==> src/rtl/state_sched_pkg.sv <==
// rtl/state_sched_pkg.sv - shared types and constants for the 1 ms frame scheduler
package state_sched_pkg;

   localparam int CHOICE_W = 4;
   localparam int DATA_W   = 16;

   // Host address that targets the frame repeat register instead of the table
   localparam logic [3:0] REP_ADDR = 4'd15;

   typedef enum logic [2:0] {
      S_IDLE,
      S_SET,
      S_STB,
      S_HOLD,
      S_START,
      S_FRAME,
      S_DONE
   } state_t;

endpackage

==> src/rtl/state_sched_timer.sv <==
// rtl/state_sched_timer.sv - frame period down-counter with load and expire
module state_sched_timer #(
   parameter int FRAME_CLKS = 10000
) (
   input  logic clk,
   input  logic rst_n,
   input  logic load,
   output logic expire
);

   // Holds at most FRAME_CLKS-2: the START cycle plus FRAME_CLKS-1 counted cycles make one period
   localparam int CNT_W = (FRAME_CLKS > 2) ? $clog2(FRAME_CLKS - 1) : 1;
   localparam logic [CNT_W-1:0] RELOAD = CNT_W'(FRAME_CLKS - 2);

   logic [CNT_W-1:0] cnt_q, cnt_d;

   // Reload on request, otherwise count down and park at zero
   always_comb begin
      cnt_d = cnt_q;
      if (load) begin
         cnt_d = RELOAD;
      end else if (cnt_q != '0) begin
         cnt_d = cnt_q - CNT_W'(1);
      end
   end

   // Counter register
   always_ff @(posedge clk or negedge rst_n) begin
      if (!rst_n) begin
         cnt_q <= '0;
      end else begin
         cnt_q <= cnt_d;
      end
   end

   assign expire = (cnt_q == '0);

endmodule

==> src/rtl/state_sched.sv <==
// rtl/state_sched.sv - config table loader and frame start sequencer for the 1 ms state engine
module state_sched
   import state_sched_pkg::*;
#(
   parameter int NCFG       = 6,
   parameter int FRAME_CLKS = 10000
) (
   input  logic                clk_sys,
   input  logic                state_sched_rst_n,
   input  logic                host_we,
   input  logic [3:0]          host_addr,
   input  logic [DATA_W-1:0]   host_wdata,
   input  logic                go,
   input  logic                abort,
   output logic                load,
   output logic [CHOICE_W-1:0] loadchoice,
   output logic [DATA_W-1:0]   datain,
   output logic                state_1ms_start,
   output logic                busy,
   output logic [15:0]         frame_cnt,
   output logic                done,
   output logic                err_wr
);

   state_t              state_q, state_d;
   logic [CHOICE_W-1:0] idx_q, idx_d;
   logic [DATA_W-1:0]   tbl_q [NCFG];
   logic [DATA_W-1:0]   tbl_d [NCFG];
   logic [15:0]         rep_q, rep_d;
   logic [15:0]         rep_run_q, rep_run_d;
   logic                load_q, load_d;
   logic [CHOICE_W-1:0] choice_q, choice_d;
   logic [DATA_W-1:0]   data_q, data_d;
   logic                start_q, start_d;
   logic                busy_q, busy_d;
   logic [15:0]         frame_cnt_q, frame_cnt_d;
   logic                done_q, done_d;
   logic                err_wr_q, err_wr_d;

   logic                wr_ok;
   logic                rep_wr;
   logic                abort_run;
   logic [DATA_W-1:0]   rd_word;
   logic                timer_expire;

   state_sched_timer #(
      .FRAME_CLKS(FRAME_CLKS)
   ) u_timer (
      .clk    (clk_sys),
      .rst_n  (state_sched_rst_n),
      .load   (state_q == S_START),
      .expire (timer_expire)
   );

   assign wr_ok     = host_we && (state_q == S_IDLE);
   assign rep_wr    = wr_ok && (host_addr == REP_ADDR);
   assign abort_run = abort && (state_q != S_IDLE);

   // Table read port selected by the current word index
   always_comb begin
      rd_word = '0;
      for (int i = 0; i < NCFG; i++) begin
         if (idx_q == CHOICE_W'(i)) begin
            rd_word = tbl_q[i];
         end
      end
   end

   // Next state, host writes and registered output values
   always_comb begin
      state_d     = state_q;
      idx_d       = idx_q;
      tbl_d       = tbl_q;
      rep_d       = rep_q;
      rep_run_d   = rep_run_q;
      choice_d    = choice_q;
      data_d      = data_q;
      frame_cnt_d = frame_cnt_q;

      for (int i = 0; i < NCFG; i++) begin
         if (wr_ok && host_addr == CHOICE_W'(i)) begin
            tbl_d[i] = host_wdata;
         end
      end
      if (rep_wr) begin
         rep_d = host_wdata;
      end

      // Outputs trail the state by one cycle so every port comes straight from a flop
      load_d   = (state_q == S_STB) && !abort_run;
      start_d  = (state_q == S_START) && !abort_run;
      done_d   = (state_q == S_DONE) && !abort_run;
      busy_d   = (state_q != S_IDLE);
      err_wr_d = host_we && (state_q != S_IDLE);

      case (state_q)
         S_IDLE: begin
            if (go && !abort) begin
               state_d     = S_SET;
               idx_d       = '0;
               frame_cnt_d = '0;
               // A repeat write in the go cycle counts for this run, like table writes
               rep_run_d   = rep_wr ? host_wdata : rep_q;
            end
         end
         S_SET: begin
            choice_d = idx_q;
            data_d   = rd_word;
            state_d  = S_STB;
         end
         S_STB: begin
            state_d = S_HOLD;
         end
         S_HOLD: begin
            if (idx_q < CHOICE_W'(NCFG - 1)) begin
               idx_d   = idx_q + CHOICE_W'(1);
               state_d = S_SET;
            end else begin
               state_d = S_START;
            end
         end
         S_START: begin
            if (!abort_run && frame_cnt_q != 16'hFFFF) begin
               frame_cnt_d = frame_cnt_q + 16'd1;
            end
            state_d = S_FRAME;
         end
         S_FRAME: begin
            if (timer_expire) begin
               // Zero repeat count means run until aborted
               if (rep_run_q == '0 || frame_cnt_q < rep_run_q) begin
                  state_d = S_START;
               end else begin
                  state_d = S_DONE;
               end
            end
         end
         S_DONE: begin
            state_d = S_IDLE;
         end
         default: begin
            state_d = S_IDLE;
         end
      endcase

      if (abort_run) begin
         state_d = S_IDLE;
      end
   end

   // State, table and output registers
   always_ff @(posedge clk_sys or negedge state_sched_rst_n) begin
      if (!state_sched_rst_n) begin
         state_q     <= S_IDLE;
         idx_q       <= '0;
         for (int i = 0; i < NCFG; i++) begin
            tbl_q[i] <= '0;
         end
         rep_q       <= 16'd1;
         rep_run_q   <= 16'd1;
         load_q      <= 1'b0;
         choice_q    <= '0;
         data_q      <= '0;
         start_q     <= 1'b0;
         busy_q      <= 1'b0;
         frame_cnt_q <= '0;
         done_q      <= 1'b0;
         err_wr_q    <= 1'b0;
      end else begin
         state_q     <= state_d;
         idx_q       <= idx_d;
         tbl_q       <= tbl_d;
         rep_q       <= rep_d;
         rep_run_q   <= rep_run_d;
         load_q      <= load_d;
         choice_q    <= choice_d;
         data_q      <= data_d;
         start_q     <= start_d;
         busy_q      <= busy_d;
         frame_cnt_q <= frame_cnt_d;
         done_q      <= done_d;
         err_wr_q    <= err_wr_d;
      end
   end

   assign load            = load_q;
   assign loadchoice      = choice_q;
   assign datain          = data_q;
   assign state_1ms_start = start_q;
   assign busy            = busy_q;
   assign frame_cnt       = frame_cnt_q;
   assign done            = done_q;
   assign err_wr          = err_wr_q;

endmodule

==> config.mk <==
export PLATFORM = sky130hd
export DESIGN_NAME = state_sched
export DESIGN_NICKNAME = d
export VERILOG_FILES = /design/src/rtl/state_sched_pkg.sv /design/src/rtl/state_sched_timer.sv /design/src/rtl/state_sched.sv
export SDC_FILE = /design/constraint.sdc
export NUM_CORES = 1
export LEC_CHECK = 0
export ABC_AREA = 1
export CORE_MARGIN = 4
export CORE_UTILIZATION = 25
export CTS_CLUSTER_DIAMETER = 120
export DETAILED_ROUTE_END_ITERATION = 7
export HOLD_SLACK_MARGIN = 0.12
export PLACE_DENSITY = 0.44
export RECOVER_POWER = 100
export SYNTH_ARGS = -nofsm -noshare
export SYNTH_HDL_FRONTEND = slang
export SYNTH_SLANG_ARGS = --single-unit
==> constraint.sdc <==
create_clock -name clk_sys -period 1.56 [get_ports clk_sys]
set_input_delay 0.39 -clock clk_sys [delete_from_list [all_inputs] [get_ports clk_sys]]
set_output_delay 0.39 -clock clk_sys [all_outputs]
set_load 0.02 [all_outputs]
==> results of run 1 <==
-- cell usage after synthesis, drive strengths merged --
cell type	instances	area (um2)
nor3	13	97.59
nor3b	1	7.510
or2	1	6.260
dfstp	2	52.55
nand2	271	1040
nand3	60	300.3
inv	120	450.4
xnor2	2	17.52
o211ai	16	120.1
ha	21	262.8
nand4	15	93.84
o21ai	118	590.6
a31oi	1	6.260
dfrtp	188	4705
nor2	110	445.4
nor4	4	25.02
a21oi	84	473.0
clkinv	1	5.000
o31ai	2	15.01
nand3b	17	127.6
xor2	8	70.07
buf	18	122.6
clkbuf	25	93.84
-- worst paths after layout --
kind	from	endpoint	slack (ns)	cells after the start
min	datain[9]	datain[9]	0.49	2
max in group asynchronous	state_sched_rst_n	rep_q[0]	0.17	3
min in group asynchronous	state_sched_rst_n	u_timer.cnt_q[6]	0.53	2
max reg2reg	state_q[1]	tbl_q[52]	-0.19	12
max	state_q[1]	tbl_q[52]	-0.19	12
min reg2reg	datain[9]	datain[9]	0.49	2
-- routing by layer --
metal | track usage [%] | part of all wire [%]
met3 | 2.411 | 3.1
met1 | 20.37 | 47
met2 | 21.78 | 49
met4 | 3.065 | 1.6
met5 | 0 | 0
-- cell families (layout without fill, tap and decap cells) --
group / after synthesis / in the layout / share of synthesized area (%)
AND/OR/NAND/NOR: 492 / 492 / 23.48
AO/OA/AOI/OAI: 221 / 221 / 13.20
buffers and inverters: 164 / 413 / 7.361
XOR/XNOR: 10 / 10 / 0.9596
adder cells (fa/ha/maj): 21 / 21 / 2.879
flip-flops: 190 / 190 / 52.12
-- power by group --
part / switching, mW / internal [mW] / total [mW]
registers: 1.35 / 7.00 / 8.35
logic: 5.64 / 5.00 / 10.6
clock network: 2.33 / 2.16 / 4.49
total: 9.31 / 14.2 / 23.5
-- layout make-up --
type	instances	area [um2]
Fill cell	3522	21460
Multi-Input combinational cell	744	5121
Sequential cell	190	4775
Timing Repair Buffer	259	2806
Tap cell	461	576.8
Inverter	121	483.0
Clock buffer	17	425.4
Clock inverter	15	168.9
Timing Repair inverter	1	8.758
-- registers in the layout, summed over array words and instances (netlist names), 3 cells and up --
register and cells:
tbl_q 96, rep_run_q 16, frame_cnt 16, loadchoice 4, datain 16, state_q 3
idx_q 4, u_timer.cnt_q 14, rep_q 16
-- stage by stage --
stage          hold WS, ns  TNS [ns]  cells
3_3_place_gp        0.3086    -42.15   1705
6_report            0.4852    -9.798   1808
4_1_cts             0.3809    -9.112   1781
2_1_floorplan      0.09441   -0.7079   1098
3_5_place_dp        0.3119    -43.72   1705
5_1_grt             0.5096    -21.42   1808
-- worst max-delay path, stage by stage (launching register included) --
cell       delay, ns
dfrtp_1         0.43
nor2_4          0.12
nand2_4         0.06
clkinv_4        0.05
nand2_4         0.05
nor3_4          0.14
nand2_2         0.10
buf_6           0.13
nor2_4          0.09
buf_12          0.14
clkbuf_16       0.17
nor2_1          0.04
a21oi_1         0.12
-- repair_timing --
action	4_1_cts	5_1_grt
setup endpoints to repair	132	190
hold buffers	1	0
hold endpoints to repair	42	0
pin swaps	87	68
cloned	13	17
gates resized for setup	321	338
buffers inserted	31	18
==> summary.md, run 1 <==
| Metric | Value |
|---|---|
| Status | `finished with violations` |
| Failing checks | `setup timing` |
| Maximum clock path buffer count | `2` |
| Placement Cell Area | `11340 um2` |
| Reg clk slew, reported paths | `0.09 ns` |
| Router iterations before antenna repair | `5` |
| Synthesis warning total | `0` |
| Setup Skew | `0.01813 ns` |
| Synthesized cell area | `9128 um2` |
| CP startpoint kind | `register` |
| Root buffer cell | `clkbuf_16` |
| Layout cells sized above 1 | `42.24%` |
| N_diodes | `0` |
| Element type at the critical path end | `register` |
| H-tree Lvls | `4` |
| RSZ-0062 raised after global routing | `yes` |
| DRC viols | `0` |
| Dpl ws | `-0.3598 ns` |
| Row Count | `69` |
| Synthesized instance count | `1098` |
| 1st-iter DRT viols | `427` |
| Area Growth Syn to Fin | `57.38%` |
| Gpl congestion | `0.7856` |
| Headroom to the max-slew limit | `51.22%` |
| Final core occ | `40.09%` |
| Finish-stage setup viols | `143` |
| Finished Cell Area | `14370 um2` |
| Vias in the first global route | `7873` |
| PD cells | `1634 nW/um2` |
| Max FO, Critical Path | `8` |
| CTS tree | `built` |
| Commonest non-fill, non-tap cell in the layout | `dfrtp_1` |
| DPL Wire Length | `17.86 mm` |
| Tot Pwr | `23.47 mW` |
| Netlist cell types | `34` |
| Initial antenna violation count | `0` |
| Worst slew pin tran | `0.7317 ns` |
| Clk_lat worst skew | `0.45 ns` |
| Synth Area per Inst | `8.313 um2` |
| Final Slew Violations | `0` |
| P_leak | `6.674 nW` |
| Via-to-Cell Ratio | `4.572` |
| Tmin final | `1.746 ns` |
| Antenna Nets Post-Route | `0` |
| I/O pin cnt | `66` |
| Crit share post-route | `111.9%` |
| All-Layer GR Usage | `13.95%` |
| Hold Vio Cnt, Final | `0` |
| Drt total wl | `30.39 mm` |
| Wirelength per Cell | `16.81 um` |
| Total gr overflow | `0` |
| Max_cap viols | `0` |
| Critical path arrival | `2.12 ns` |
| HP Class | `register to register` |
| FF+latch count, synth | `190` |
| CTS buffer count | `17` |
| Largest net degree at the start of global routing | `43` |
| Die ar. | `39630 um2` |
| Die Y | `199.1 um` |
| Worst EP required | `1.94 ns` |
| First-pass GRT wire length | `44.04 mm` |
| Worst ir drop on vdd | `0.0008696 V` |
| Core area | `35830 um2` |
| Setup ws final | `-0.1856 ns` |
| Seq/Total Area, Yosys | `52.12%` |
| Die span in x | `199.1 um` |
| Final #Nets | `1380` |
| Initial Utilization | `25.48%` |
| Highest-count cells in the layout ignoring fill and taps | `174 x dfrtp_1, 166 x nand2_1, 105 x buf_4` |
| Crit path kind | `register to register` |
| Mapped Nets | `1144` |
| F_max | `572.9 MHz` |
| Via count | `8267` |
| Clock Sinks | `190` |
| Buffers added on ports | `65` |
(Power assumes the default switching activity.)
==> run 2, diff against run 1 <==
--- a/config.mk
+++ b/config.mk
@@ -6,7 +6,7 @@
 export NUM_CORES = 1
 export LEC_CHECK = 0
 export ABC_AREA = 1
-export CORE_MARGIN = 4
+export CORE_MARGIN = 2
 export CORE_UTILIZATION = 25
 export CTS_CLUSTER_DIAMETER = 120
 export DETAILED_ROUTE_END_ITERATION = 7
==> summary.md, run 2 (synthesized netlist as in run 1, its figures left out) <==
| Metric | Value |
|---|---|
| Antenna Nets Post-Route | `0` |
| Max FO, Critical Path | `8` |
| Headroom to the max-slew limit | `33.87%` |
| Final Slew Violations | `0` |
| Largest net degree at the start of global routing | `41` |
| Hold Vio Cnt, Final | `0` |
| Launch point of the worst reg-to-reg path | `state_q[1]` |
| F_max | `566.2 MHz` |
| CP startpoint kind | `register` |
| Die span in x | `195.1 um` |
| P_leak | `6.711 nW` |
| CTS tree | `built` |
| Initial antenna violation count | `0` |
| RSZ-0062 raised after global routing | `yes` |
| Buffers added on ports | `65` |
| First-pass GRT wire length | `44.15 mm` |
| RR Endpoint | `tbl_q[45]` |
| Most flop-heavy register | `tbl_q` |
| Die ar. | `38050 um2` |
| HP Class | `register to register` |
| I/O pin cnt | `66` |
| Element type at the critical path end | `register` |
| Area Growth Syn to Fin | `59.99%` |
| Clk_lat worst skew | `0.46 ns` |
| Setup crit end | `tbl_q[45]` |
| Status | `finished with violations` |
| Crit path kind | `register to register` |
| Vias in the first global route | `7935` |
| Tmin final | `1.766 ns` |
| DRC viols | `0` |
| Layout cells sized above 1 | `43.78%` |
| Root buffer cell | `clkbuf_16` |
| Worst slew pin tran | `0.9919 ns` |
| DPL Wire Length | `17.90 mm` |
| Maximum clock path buffer count | `2` |
| Clock Sinks | `190` |
| Router iterations before antenna repair | `5` |
| Core area | `35740 um2` |
| CTS buffer count | `17` |
| Critical path arrival | `2.15 ns` |
| PD cells | `1627 nW/um2` |
| Initial Utilization | `25.54%` |
| Crit share post-route | `113.2%` |
| N_diodes | `0` |
| Row Count | `69` |
| TNS Setup | `-12.15 ns` |
| Critical Path Start | `state_q[1]` |
| Gpl congestion | `0.8022` |
| Die Y | `195.1 um` |
| Largest register FFs | `96` |
| Wirelength per Cell | `16.76 um` |
| Finish-stage setup viols | `147` |
| Final #Nets | `1383` |
| Via-to-Cell Ratio | `4.554` |
| Max_cap viols | `0` |
| Via count | `8248` |
| Highest-count cells in the layout ignoring fill and taps | `176 x dfrtp_1, 173 x nand2_1, 115 x buf_4` |
| 1st-iter DRT viols | `393` |
| Commonest non-fill, non-tap cell in the layout | `dfrtp_1` |
| Tot Pwr | `23.76 mW` |
| Drt total wl | `30.36 mm` |
| Setup Skew | `0.01880 ns` |
| Worst ir drop on vdd | `0.0009352 V` |
| Worst R2R Path Depth | `12` |
| Failing checks | `setup timing` |
| All-Layer GR Usage | `14.52%` |
| Total gr overflow | `0` |
| Setup ws final | `-0.2063 ns` |
| R2r setup slk | `-0.21 ns` |
| Worst EP required | `1.95 ns` |
| Reg clk slew, reported paths | `0.08 ns` |
| H-tree Lvls | `4` |
[run 2: what timing repair did]
| item | CTS | global route |
|---|---|---|
| hold buffers | 1 | 0 |
| pin swaps | 63 | 66 |
| gates resized for setup | 333 | 364 |
| endpoints found under the setup margin | 134 | 191 |
| cloned | 7 | 19 |
| buffers inserted | 31 | 17 |
| endpoints found under the hold margin | 25 | 0 |
[run 2: metal layers]
metal	track usage, %	vias up	part of all wire (%)
met4	3.958	0	1.7
li1	-	4080	-
met2	22.79	136	49
met3	2.245	29	2.3
met1	20.77	4003	47
met5	0	-	0
[run 2: critical path, cell delays in order, from the launching register on]
cell       delay [ns]
dfrtp_1          0.42
nor2_4           0.15
nand2_4          0.07
clkinv_4         0.06
nand2_8          0.06
nor3_4           0.14
nand2_2          0.10
buf_6            0.13
nor2_4           0.09
buf_12           0.14
clkbuf_16        0.19
nor2_4           0.04
a21oi_2          0.11
[run 2: through the flow]
stage | instances | util (%) | cell area, um2 | hold WS, ns | worst slack [ns]
5_1_grt | 1811 | 40.86 | 14600 | 0.5076 | -0.2925
6_report | 1811 | 40.86 | 14600 | 0.4813 | -0.2063
3_5_place_dp | 1710 | 31.93 | 11410 | 0.3401 | -0.3814
2_1_floorplan | 1098 | - | 9231 | 0.09441 | -0.08483
3_3_place_gp | 1710 | 31.93 | 11410 | 0.3389 | -0.4108
4_1_cts | 1781 | 37.02 | 13230 | 0.4165 | -0.1742
[run 2: final cells by class]
class | count | area (um2)
well taps | 461 | 576.8
clock buffers | 18 | 439.2
clock inverters | 14 | 175.2
repair inverters | 1 | 8.758
flip-flops and latches | 190 | 4772
multi-input cells | 744 | 5299
repair buffers | 262 | 2836
fillers | 3610 | 21140
inverters | 121 | 495.5
[run 2: worst min path at each step]
stage / startpoint / to / slack (ns) / cells past startpoint
final: datain[8] / datain[8] / 0.48 / 2
after global routing: datain[8] / datain[8] / 0.51 / 2
after CTS: state_sched_rst_n / rep_run_q[13] / 0.42 / 2
after detailed placement: state_sched_rst_n / frame_cnt[10] / 0.34 / 1
after global placement: state_sched_rst_n / frame_cnt[10] / 0.34 / 1
after floorplan: state_sched_rst_n / busy / 0.09 / 0
[run 2: power breakdown]
group          switching (mW)  internal, mW
logic                    5.72          4.99
registers                1.41          7.00
clock network            2.28          2.35
total                    9.41          14.3
==> run 3, diff against run 2 <==
--- a/config.mk
+++ b/config.mk
@@ -13,6 +13,7 @@
 export HOLD_SLACK_MARGIN = 0.12
 export PLACE_DENSITY = 0.44
 export RECOVER_POWER = 100
+export SKIP_CTS_REPAIR_TIMING = 1
 export SYNTH_ARGS = -nofsm -noshare
 export SYNTH_HDL_FRONTEND = slang
 export SYNTH_SLANG_ARGS = --single-unit
==> summary.md, run 3 (synthesized netlist as in run 1, its figures left out) <==
| Metric | Value |
|---|---|
| Status | `finished with violations` |
| Failing checks | `setup timing` |
| Maximum clock path buffer count | `2` |
| Placement Cell Area | `11410 um2` |
| Largest net degree at the start of global routing | `41` |
| Clk_lat worst skew | `0.45 ns` |
| Finish-stage setup viols | `76` |
| Crit share post-route | `111.5%` |
| Worst R2R Path Depth | `12` |
| HP Class | `register to register` |
| RR Endpoint | `rep_run_q[7]` |
| CP startpoint kind | `register` |
| H-tree Lvls | `4` |
| Row Count | `69` |
| Final Slew Violations | `0` |
| Antenna Nets Post-Route | `0` |
| RSZ-0062 raised after global routing | `yes` |
| Setup Skew | `0.01721 ns` |
| Element type at the critical path end | `register` |
| P_leak | `6.615 nW` |
| DRC viols | `0` |
| Largest register FFs | `96` |
| Setup ws final | `-0.1792 ns` |
| Worst slew pin tran | `1.040 ns` |
| # fillers | `3674` |
| PD cells | `1650 nW/um2` |
| R2r setup slk | `-0.18 ns` |
| 1st-iter DRT viols | `380` |
| Buffers added on ports | `65` |
| Via-to-Cell Ratio | `4.468` |
| Highest-count cells in the layout ignoring fill and taps | `246 x nand2_1, 174 x dfrtp_1, 107 x buf_4` |
| Launch point of the worst reg-to-reg path | `state_q[1]` |
| Max_cap viols | `0` |
| Commonest non-fill, non-tap cell in the layout | `nand2_1` |
| Hold Vio Cnt, Final | `0` |
| Most flop-heavy register | `tbl_q` |
| Area Growth Syn to Fin | `49.69%` |
| Headroom to the max-slew limit | `30.69%` |
| Die Y | `195.1 um` |
| Finished Cell Area | `13660 um2` |
| Wirelength per Cell | `15.82 um` |
| Layout cells sized above 1 | `32.23%` |
| DPL Wire Length | `17.90 mm` |
| Reg clk slew, reported paths | `0.08 ns` |
| Clock Sinks | `190` |
| Router iterations before antenna repair | `5` |
| Crit path kind | `register to register` |
| N_diodes | `0` |
| TNS Setup | `-6.737 ns` |
| Die span in x | `195.1 um` |
| Worst EP required | `1.88 ns` |
| Die ar. | `38050 um2` |
| Setup crit end | `rep_run_q[7]` |
| Total gr overflow | `0` |
| Core area | `35740 um2` |
| Vias in the first global route | `7487` |
| Critical Path Start | `state_q[1]` |
| Final #Nets | `1358` |
| Drt total wl | `28.25 mm` |
| I/O pin cnt | `66` |
| CTS buffer count | `17` |
| Final core occ | `38.23%` |
| Initial antenna violation count | `0` |
| Tmin final | `1.739 ns` |
| Initial Utilization | `25.54%` |
| Min Hold Slack | `0.4739 ns` |
| First-pass GRT wire length | `41.03 mm` |
| Via count | `7979` |
| All-Layer GR Usage | `13.41%` |
| Reg area | `4775 um2` |
| Area of the multi-input gates | `4588 um2` |
| CTS tree | `built` |
| Dpl ws | `-0.3814 ns` |
| Critical path arrival | `2.06 ns` |
| Root buffer cell | `clkbuf_16` |
| F_max | `575.0 MHz` |
| Max FO, Critical Path | `8` |
| Worst ir drop on vdd | `0.0008784 V` |
| Gpl congestion | `0.8022` |
run 3: cell types whose count changed in the layout (fill, tap and decap cells not counted), sizes merged:
cell | previous run | this run
buf | 200 | 167
dlymetal6s2s | 0 | 26
clkdlybuf4s15 | 12 | 0
clkbuf | 43 | 38
clkinv | 9 | 7
clkinvlp | 1 | 2
dlygate4sd2 | 1 | 0
inv | 125 | 126
run 3: worst min-delay path by stage:
stage / start / endpoint / slack, ns / cells past startpoint
after global placement: state_sched_rst_n / frame_cnt[10] / 0.34 / 1
final: datain[13] / datain[13] / 0.47 / 2
after floorplan: state_sched_rst_n / busy / 0.09 / 0
after global routing: datain[8] / datain[8] / 0.50 / 2
after detailed placement: state_sched_rst_n / frame_cnt[10] / 0.34 / 1
after CTS: state_sched_rst_n / rep_run_q[13] / -0.15 / 1
run 3: cell type report:
class | instances | area share, %
repair inverters | 1 | 0.06410
inverters | 121 | 3.544
repair buffers | 237 | 19.15
well taps | 461 | 4.222
clock buffers | 18 | 3.214
flip-flops and latches | 190 | 34.95
clock inverters | 14 | 1.282
multi-input cells | 744 | 33.58
run 3: power breakdown:
part           total, mW  switching [mW]  internal [mW]
Combinational       9.74            5.29           4.45
Sequential          8.19            1.19           7.00
Clock               4.61            2.26           2.35
Total               22.5            8.74           13.8
run 3: metal layers:
metal | up-vias | global-route usage (%) | share of wire [%]
li1 | 4005 | - | -
met3 | 22 | 2.366 | 3.2
met2 | 138 | 19.81 | 47
met4 | 0 | 3.817 | 1.7
met5 | - | 0 | 0
met1 | 3814 | 19.95 | 48
run 3: critical path, cell delays in order (launching register included):
cell and delay [ns]:
dfrtp_1 0.42, nor2_4 0.15, nand2_4 0.07, inv_4 0.06
nand2_4 0.06, buf_6 0.12, nor2_4 0.09, buf_6 0.13
buf_12 0.11, clkbuf_16 0.16, a21oi_2 0.08, nand2_1 0.08
o21ai_0 0.08
run 3: through the flow:
stage	power, mW	cells
floorplan	12.69	1098
finish	22.54	1786
CTS	20.33	1742
global route	24.28	1786
detailed placement	15.64	1710
global placement	15.52	1710
